===== src/rtl/rv_pkg.sv =====
// Shared RV32I definitions: instruction-class codes, opcodes, fetch FSM states, fetch FIFO entry.
package rv_pkg;

  localparam logic [3:0] CLS_LOAD    = 4'd0;
  localparam logic [3:0] CLS_IMM     = 4'd1;
  localparam logic [3:0] CLS_STORE   = 4'd2;
  localparam logic [3:0] CLS_REG     = 4'd3;
  localparam logic [3:0] CLS_LUI     = 4'd4;
  localparam logic [3:0] CLS_AUIPC   = 4'd5;
  localparam logic [3:0] CLS_BRANCH  = 4'd6;
  localparam logic [3:0] CLS_JALR    = 4'd7;
  localparam logic [3:0] CLS_JAL     = 4'd8;
  localparam logic [3:0] CLS_ILLEGAL = 4'd15;

  localparam logic [6:0] OP_LOAD   = 7'b0000011;
  localparam logic [6:0] OP_IMM    = 7'b0010011;
  localparam logic [6:0] OP_STORE  = 7'b0100011;
  localparam logic [6:0] OP_REG    = 7'b0110011;
  localparam logic [6:0] OP_LUI    = 7'b0110111;
  localparam logic [6:0] OP_AUIPC  = 7'b0010111;
  localparam logic [6:0] OP_BRANCH = 7'b1100011;
  localparam logic [6:0] OP_JALR   = 7'b1100111;
  localparam logic [6:0] OP_JAL    = 7'b1101111;

  typedef enum logic [1:0] {
    FS_IDLE,
    FS_REQ,
    FS_WAIT,
    FS_DRAIN
  } fetch_state_e;

  typedef struct packed {
    logic [31:0] pc;
    logic [31:0] instr;
    logic [3:0]  cls;
  } fetch_entry_t;

endpackage


===== src/rtl/instr_fetch_if.sv =====
// Fetch-stage bus bundle: PC input handshake, instruction-memory port, decode-side output.
interface instr_fetch_if;
  logic [31:0] pc_in;
  logic        pc_in_valid;
  logic        pc_in_ready;
  logic        flush;
  logic        imem_req;
  logic [31:0] imem_addr;
  logic        imem_gnt;
  logic        imem_rvalid;
  logic [31:0] imem_rdata;
  logic        if_valid;
  logic        if_ready;
  logic [31:0] if_pc;
  logic [31:0] if_instr;
  logic [3:0]  if_type;

  modport master (
    input  pc_in, pc_in_valid, flush, imem_gnt, imem_rvalid, imem_rdata, if_ready,
    output pc_in_ready, imem_req, imem_addr, if_valid, if_pc, if_instr, if_type
  );

  modport slave (
    output pc_in, pc_in_valid, flush, imem_gnt, imem_rvalid, imem_rdata, if_ready,
    input  pc_in_ready, imem_req, imem_addr, if_valid, if_pc, if_instr, if_type
  );
endinterface


===== src/rtl/instr_classify.sv =====
// Combinational RV32I opcode to instruction-class decoder; zero latency.
module instr_classify
  import rv_pkg::*;
(
  input  logic [6:0] opcode,
  output logic [3:0] cls
);

  // Compressed encodings (opcode[1:0] != 2'b11) never match and fall to illegal.
  always_comb begin
    cls = CLS_ILLEGAL;
    case (opcode)
      OP_LOAD:   cls = CLS_LOAD;
      OP_IMM:    cls = CLS_IMM;
      OP_STORE:  cls = CLS_STORE;
      OP_REG:    cls = CLS_REG;
      OP_LUI:    cls = CLS_LUI;
      OP_AUIPC:  cls = CLS_AUIPC;
      OP_BRANCH: cls = CLS_BRANCH;
      OP_JALR:   cls = CLS_JALR;
      OP_JAL:    cls = CLS_JAL;
      default:   cls = CLS_ILLEGAL;
    endcase
  end

endmodule


===== src/rtl/instr_fetch.sv =====
// Single-outstanding instruction fetch into a DEPTH-entry FIFO; 3 cycles accept-to-valid best case.
// A FIFO slot is reserved at accept, so pc_in_ready drops while the FIFO is full or a fetch is in flight.
module instr_fetch
  import rv_pkg::*;
#(
  parameter int DEPTH = 2
) (
  input logic          clk,
  input logic          rst_n,
  instr_fetch_if.master bus
);

  localparam int PW = $clog2(DEPTH);
  localparam int CW = PW + 1;
  localparam logic [CW-1:0] FULL = CW'(DEPTH);

  fetch_state_e  state;
  logic [31:0]   addr;
  logic [PW-1:0] wr_ptr, rd_ptr;
  logic [CW-1:0] count;
  fetch_entry_t  mem [DEPTH];
  fetch_entry_t  head;
  logic [3:0]    rd_cls;
  logic          accept, push, pop, not_empty;

  instr_classify u_classify (
    .opcode (bus.imem_rdata[6:0]),
    .cls    (rd_cls)
  );

  assign not_empty       = (count != '0);
  assign bus.pc_in_ready = rst_n && (state == FS_IDLE) && (count < FULL) && !bus.flush;
  assign accept          = bus.pc_in_valid && bus.pc_in_ready;
  assign push            = (state == FS_WAIT) && bus.imem_rvalid && !bus.flush;
  assign pop             = not_empty && bus.if_ready && !bus.flush;

  always_ff @(posedge clk) begin
    if (!rst_n) begin
      state  <= FS_IDLE;
      addr   <= '0;
      wr_ptr <= '0;
      rd_ptr <= '0;
      count  <= '0;
    end else begin
      case (state)
        FS_IDLE: begin
          if (accept) begin
            addr  <= bus.pc_in & ~32'h3;
            state <= FS_REQ;
          end
        end
        FS_REQ: begin
          // A grant in the flush cycle still owes us a response, which must be drained.
          if (bus.imem_gnt)   state <= bus.flush ? FS_DRAIN : FS_WAIT;
          else if (bus.flush) state <= FS_IDLE;
        end
        FS_WAIT: begin
          if (bus.imem_rvalid) state <= FS_IDLE;
          else if (bus.flush)  state <= FS_DRAIN;
        end
        FS_DRAIN: begin
          if (bus.imem_rvalid) state <= FS_IDLE;
        end
        default: state <= FS_IDLE;
      endcase

      if (bus.flush) begin
        wr_ptr <= '0;
        rd_ptr <= '0;
        count  <= '0;
      end else begin
        if (push) wr_ptr <= wr_ptr + PW'(1);
        if (pop)  rd_ptr <= rd_ptr + PW'(1);
        if (push && !pop)      count <= count + CW'(1);
        else if (pop && !push) count <= count - CW'(1);
      end
    end
  end

  always_ff @(posedge clk) begin
    if (rst_n && push) mem[wr_ptr] <= '{pc: addr, instr: bus.imem_rdata, cls: rd_cls};
  end

  assign head          = mem[rd_ptr];
  assign bus.imem_req  = (state == FS_REQ);
  assign bus.imem_addr = addr;
  assign bus.if_valid  = not_empty;
  assign bus.if_pc     = not_empty ? head.pc    : '0;
  assign bus.if_instr  = not_empty ? head.instr : '0;
  assign bus.if_type   = not_empty ? head.cls   : '0;

endmodule


===== src/flat_wrapper.sv =====
// flat-port wrapper written by rule: the top's interface ports become plain ports
module instr_fetch_flat import rv_pkg::*;
#(
  parameter int DEPTH = 2
)
  (clk, rst_n, bus_pc_in, bus_pc_in_valid, bus_flush, bus_imem_gnt, bus_imem_rvalid, bus_imem_rdata, bus_if_ready, bus_pc_in_ready, bus_imem_req, bus_imem_addr, bus_if_valid, bus_if_pc, bus_if_instr, bus_if_type);
  instr_fetch_if bus_i ();
  input logic clk;
  input logic rst_n;
  input wire logic [$bits(bus_i.pc_in)-1:0] bus_pc_in;
  input wire logic [$bits(bus_i.pc_in_valid)-1:0] bus_pc_in_valid;
  input wire logic [$bits(bus_i.flush)-1:0] bus_flush;
  input wire logic [$bits(bus_i.imem_gnt)-1:0] bus_imem_gnt;
  input wire logic [$bits(bus_i.imem_rvalid)-1:0] bus_imem_rvalid;
  input wire logic [$bits(bus_i.imem_rdata)-1:0] bus_imem_rdata;
  input wire logic [$bits(bus_i.if_ready)-1:0] bus_if_ready;
  output wire logic [$bits(bus_i.pc_in_ready)-1:0] bus_pc_in_ready;
  output wire logic [$bits(bus_i.imem_req)-1:0] bus_imem_req;
  output wire logic [$bits(bus_i.imem_addr)-1:0] bus_imem_addr;
  output wire logic [$bits(bus_i.if_valid)-1:0] bus_if_valid;
  output wire logic [$bits(bus_i.if_pc)-1:0] bus_if_pc;
  output wire logic [$bits(bus_i.if_instr)-1:0] bus_if_instr;
  output wire logic [$bits(bus_i.if_type)-1:0] bus_if_type;
  assign bus_i.pc_in = bus_pc_in;
  assign bus_i.pc_in_valid = bus_pc_in_valid;
  assign bus_i.flush = bus_flush;
  assign bus_i.imem_gnt = bus_imem_gnt;
  assign bus_i.imem_rvalid = bus_imem_rvalid;
  assign bus_i.imem_rdata = bus_imem_rdata;
  assign bus_i.if_ready = bus_if_ready;
  assign bus_pc_in_ready = bus_i.pc_in_ready;
  assign bus_imem_req = bus_i.imem_req;
  assign bus_imem_addr = bus_i.imem_addr;
  assign bus_if_valid = bus_i.if_valid;
  assign bus_if_pc = bus_i.if_pc;
  assign bus_if_instr = bus_i.if_instr;
  assign bus_if_type = bus_i.if_type;
  instr_fetch #(.DEPTH(DEPTH)) u_core (.clk(clk), .rst_n(rst_n), .bus(bus_i));
endmodule

===== config.mk =====
export PLATFORM = sky130hd
export DESIGN_NAME = instr_fetch_flat
export DESIGN_NICKNAME = d
export VERILOG_FILES = /design/src/rtl/rv_pkg.sv /design/src/rtl/instr_fetch_if.sv /design/src/rtl/instr_classify.sv /design/src/rtl/instr_fetch.sv /design/src/flat_wrapper.sv
export SDC_FILE = /design/constraint.sdc
export NUM_CORES = 1
export LEC_CHECK = 0
export CAP_MARGIN = 10
export CELL_PAD_IN_SITES_DETAIL_PLACEMENT = 0
export CELL_PAD_IN_SITES_GLOBAL_PLACEMENT = 1
export CORE_ASPECT_RATIO = 0.6
export CORE_MARGIN = 2
export CORE_UTILIZATION = 42
export DETAILED_ROUTE_END_ITERATION = 8
export PLACE_DENSITY_LB_ADDON = 0.08
export SLEW_MARGIN = 20
export SYNTH_ARGS = -nofsm -noshare
export SYNTH_HDL_FRONTEND = slang
export SYNTH_HIERARCHICAL = 1
export SYNTH_SLANG_ARGS = --single-unit

===== constraint.sdc =====
create_clock -name clk -period 22.9 [get_ports clk]
set_clock_uncertainty 0.05 [all_clocks]
set_input_delay 6.87 -clock clk [delete_from_list [all_inputs] [get_ports clk]]
set_output_delay 6.87 -clock clk [all_outputs]
set_load 0.05 [all_outputs]

==> summary.txt <==
Synth
  – Synth unique cells: 39
  – Top-count cell post-synth: edfxtp_1
  – Gate Count Post-Synth: approximately 480
  – Mean Syn Cell Area: ~14 um^2
  – Ys flop type: edfxtp_1
  – Yosys warns: 6
  – Async set-reset flop share out of synthesis: 0
  – Post-synth EDFFs: 132
  – Synth top cells by count: edfxtp_1, nor2_1, mux2i_1
  – Ranking of synthesized cells by area: edfxtp_1, dfxtp_1, mux2i_1, nor2_1, o21ai_1
  – Mapped Area: 6570 um^2
  – Seq cells post-synth: 169
  – Largest area contributor in the netlist: edfxtp_1
  – Register area share after synthesis: 0.716
  – Top-area cell type share of the netlist area: 0.603

Global routing
  – First-pass GRT wire length: ~22000 um
  – Initial antenna violation count: 0
  – Largest net degree at the start of global routing: 52
  – Total GRT Usage: 0.177
  – Congestion Overflow GR: 0
  – Vias in the first global route: 4327

CTS
  – CTS Hold Bufs: 0
  – H-tree depth: 4
  – Clock Latency Late Sink: 0.41 ns
  – CTS tree: done
  – CTS root buffer: clkbuf_16
  – Clk slew on worst S/H paths: 0.06 ns
  – Bufs on Longest Clock Path: 2
  – CTS buffer count: 17
  – Clock sinks: 169
  – Post_cts resized: 0
  – Postcts setup bufs: 0

Setup path
  – Crit path max fanout: 36
  – R2R cell count: 3
  – CP endpoint kind: primary output
  – WP data required: 15.98 ns
  – Crit path DAT: 8.74 ns
  – Setup Crit Path Kind: primary input to primary output
  – Startpoint types: primary input

STA
  – Final setup vio count: 0
  – Slew headroom: 0.303
  – Total negative setup slack: 0 ns
  – RSZ-0062 raised after global routing: no
  – Hold Vio Cnt, Final: 0
  – Worst Tran Pin Value: 1.04 ns
  – PnR worst setup slack: 7.24 ns
  – Max Slew Vio Count: 0
  – Fmax: 0.0638 GHz
  – Hold WS: 0.430 ns
  – Period utilization: 0.684
  – Final worst path period need: about 16 ns

Floorplan
  – Die Wd: 166 um
  – Die Area: 16700 um^2
  – Num rows: 35
  – Initial core utilization: 0.429
  – IO Pins: 174
  – Die Y-Extent: 101 um
  – Core area: between 15000 and 20000 um^2

Route
  – DRT iter0 DRCs: around 270
  – Routed len/inst: 17.0 um
  – Via count: 4267
  – Drt drc: 0
  – DRT antenna net count: 0
  – Pre-antenna DRT Iters: 6
  – Routed WL: 14700 um
  – Avg Vias per Cell: 4.96

Finish
  – Antenna Cells: 0
  – Layout cell share with drive strength beyond 1: 0.0746
  – Fin nets: between 700 and 800
  – Finished Layout Cells: 860
  – Area growth, synth to finish: 36.5%

Pwr
  – Leakage: 2.88 nW
  – Clock share of power: 0.414
  – Comb pwr share: 0.075
  – Net Sw Power: 152 uW
  – Sequential share of power: 0.512
  – Sw frac: 0.231
  – Pwr per Cell Area: roughly 73 nW/um^2
  – Cell Int Power: 507 uW
  – Peak VDD IR: 0.0387 mV

Placed design
  – Placer congestion estimate: 0.761
  – HPWL Detailed: 9350 um
  – Buffers on Ports: 167
  – Cells after DPL: 828
  – Pre-CTS setup slack: 7.24 ns

Run status
  – Outcome: finished, final reports clean

Min path
  – Hold/Removal Path Class: flop to flop
  – WHS Path Cells: 2

Job
  – MaxCap Viol Count: 0
==> cell type report <==
cell class	instances	area, um^2
clock inverters	13	138
inverters	4	15.0
repair buffers	176	1740
multi-input cells	276	1690
fillers	1256	6350
clock buffers	19	433
flip-flops and latches	169	4710
well taps	203	254
==> power by group through the flow <==
stage / Combinational (mW) / Clock [mW] / Sequential [mW]
final: 0.0491 / 0.273 / 0.337
after global placement: 0.0484 / 0 / 0.343
after global routing: 0.0521 / 0.290 / 0.338
after CTS: 0.0494 / 0.280 / 0.337
after detailed placement: 0.0492 / 0 / 0.344
after floorplan: 0.0154 / 0 / 0.354
==> flip-flops by register name, indices dropped and copies added (netlist names), named ones only <==
name                  cells
u_core/bus.imem_addr     30
u_core/count              2
u_core/mem              132
u_core/rd_ptr             1
u_core/state              2
u_core/wr_ptr             1
==> kinds of logic after synthesis <==
kind of cell               after synthesis  synth area share
muxes                                   67             0.102
adders and majority gates                1           0.00190
AOI/OAI and AO/OA                       42            0.0360
and+or+nand+nor                        158             0.106
DFF                                    169             0.716
other                                    1          0.000570
xor gates and xnor gates                 4           0.00533
buffers and inverters                   37            0.0327
==> layout by cell type (no fill, tap or decap), drive strengths merged, types with 19 or more instances in the layout <==
| cell type | Yosys | final |
|---|---|---|
| clkbuf | 10 | 19 |
| clkdlybuf4s50 | 0 | 167 |
| dfxtp | 37 | 37 |
| edfxtp | 132 | 132 |
| mux2i | 67 | 67 |
| nand2 | 34 | 34 |
| nand3 | 29 | 29 |
| nor2 | 77 | 77 |
| o21ai | 34 | 34 |
==> worst paths after layout <==
| kind | start | to | slack [ns] |
|---|---|---|---|
| setup / recovery | rst_n | bus_pc_in_ready | 7.24 |
| hold / removal | u_core/bus.imem_addr[30] | u_core/bus.imem_addr[30] | 0.43 |
| setup reg to reg | u_core/state[1] | u_core/mem[1][30] | 20.86 |
| hold reg to reg | u_core/bus.imem_addr[30] | u_core/bus.imem_addr[30] | 0.43 |
==> per-layer routing <==
metal / up-vias / global-route usage / share of wire
li1: 2055 / - / -
met4: 0 / 0.0497 / 0.0053
met1: 2079 / 0.241 / 0.48
met3: 7 / 0.0514 / 0.072
met5: - / 0 / 0
met2: 126 / 0.280 / 0.44
==> per-stage QoR <==
| step | area, um^2 | total power [mW] | util |
|---|---|---|---|
| floorplan | 6590 | 0.369 | - |
| global placement | 8400 | 0.392 | 0.548 |
| detailed placement | 8400 | 0.393 | 0.548 |
| CTS | 8970 | 0.667 | 0.585 |
| global route | 8970 | 0.680 | 0.585 |
| finish | 8970 | 0.659 | 0.585 |
==> worst max-delay path, stage by stage <==
cell,delay [ns]
clkdlybuf4s50_1,0.45
buf_4,0.37
and3_1,0.23
clkdlybuf4s50_1,0.81
(Power assumes the default switching activity.)
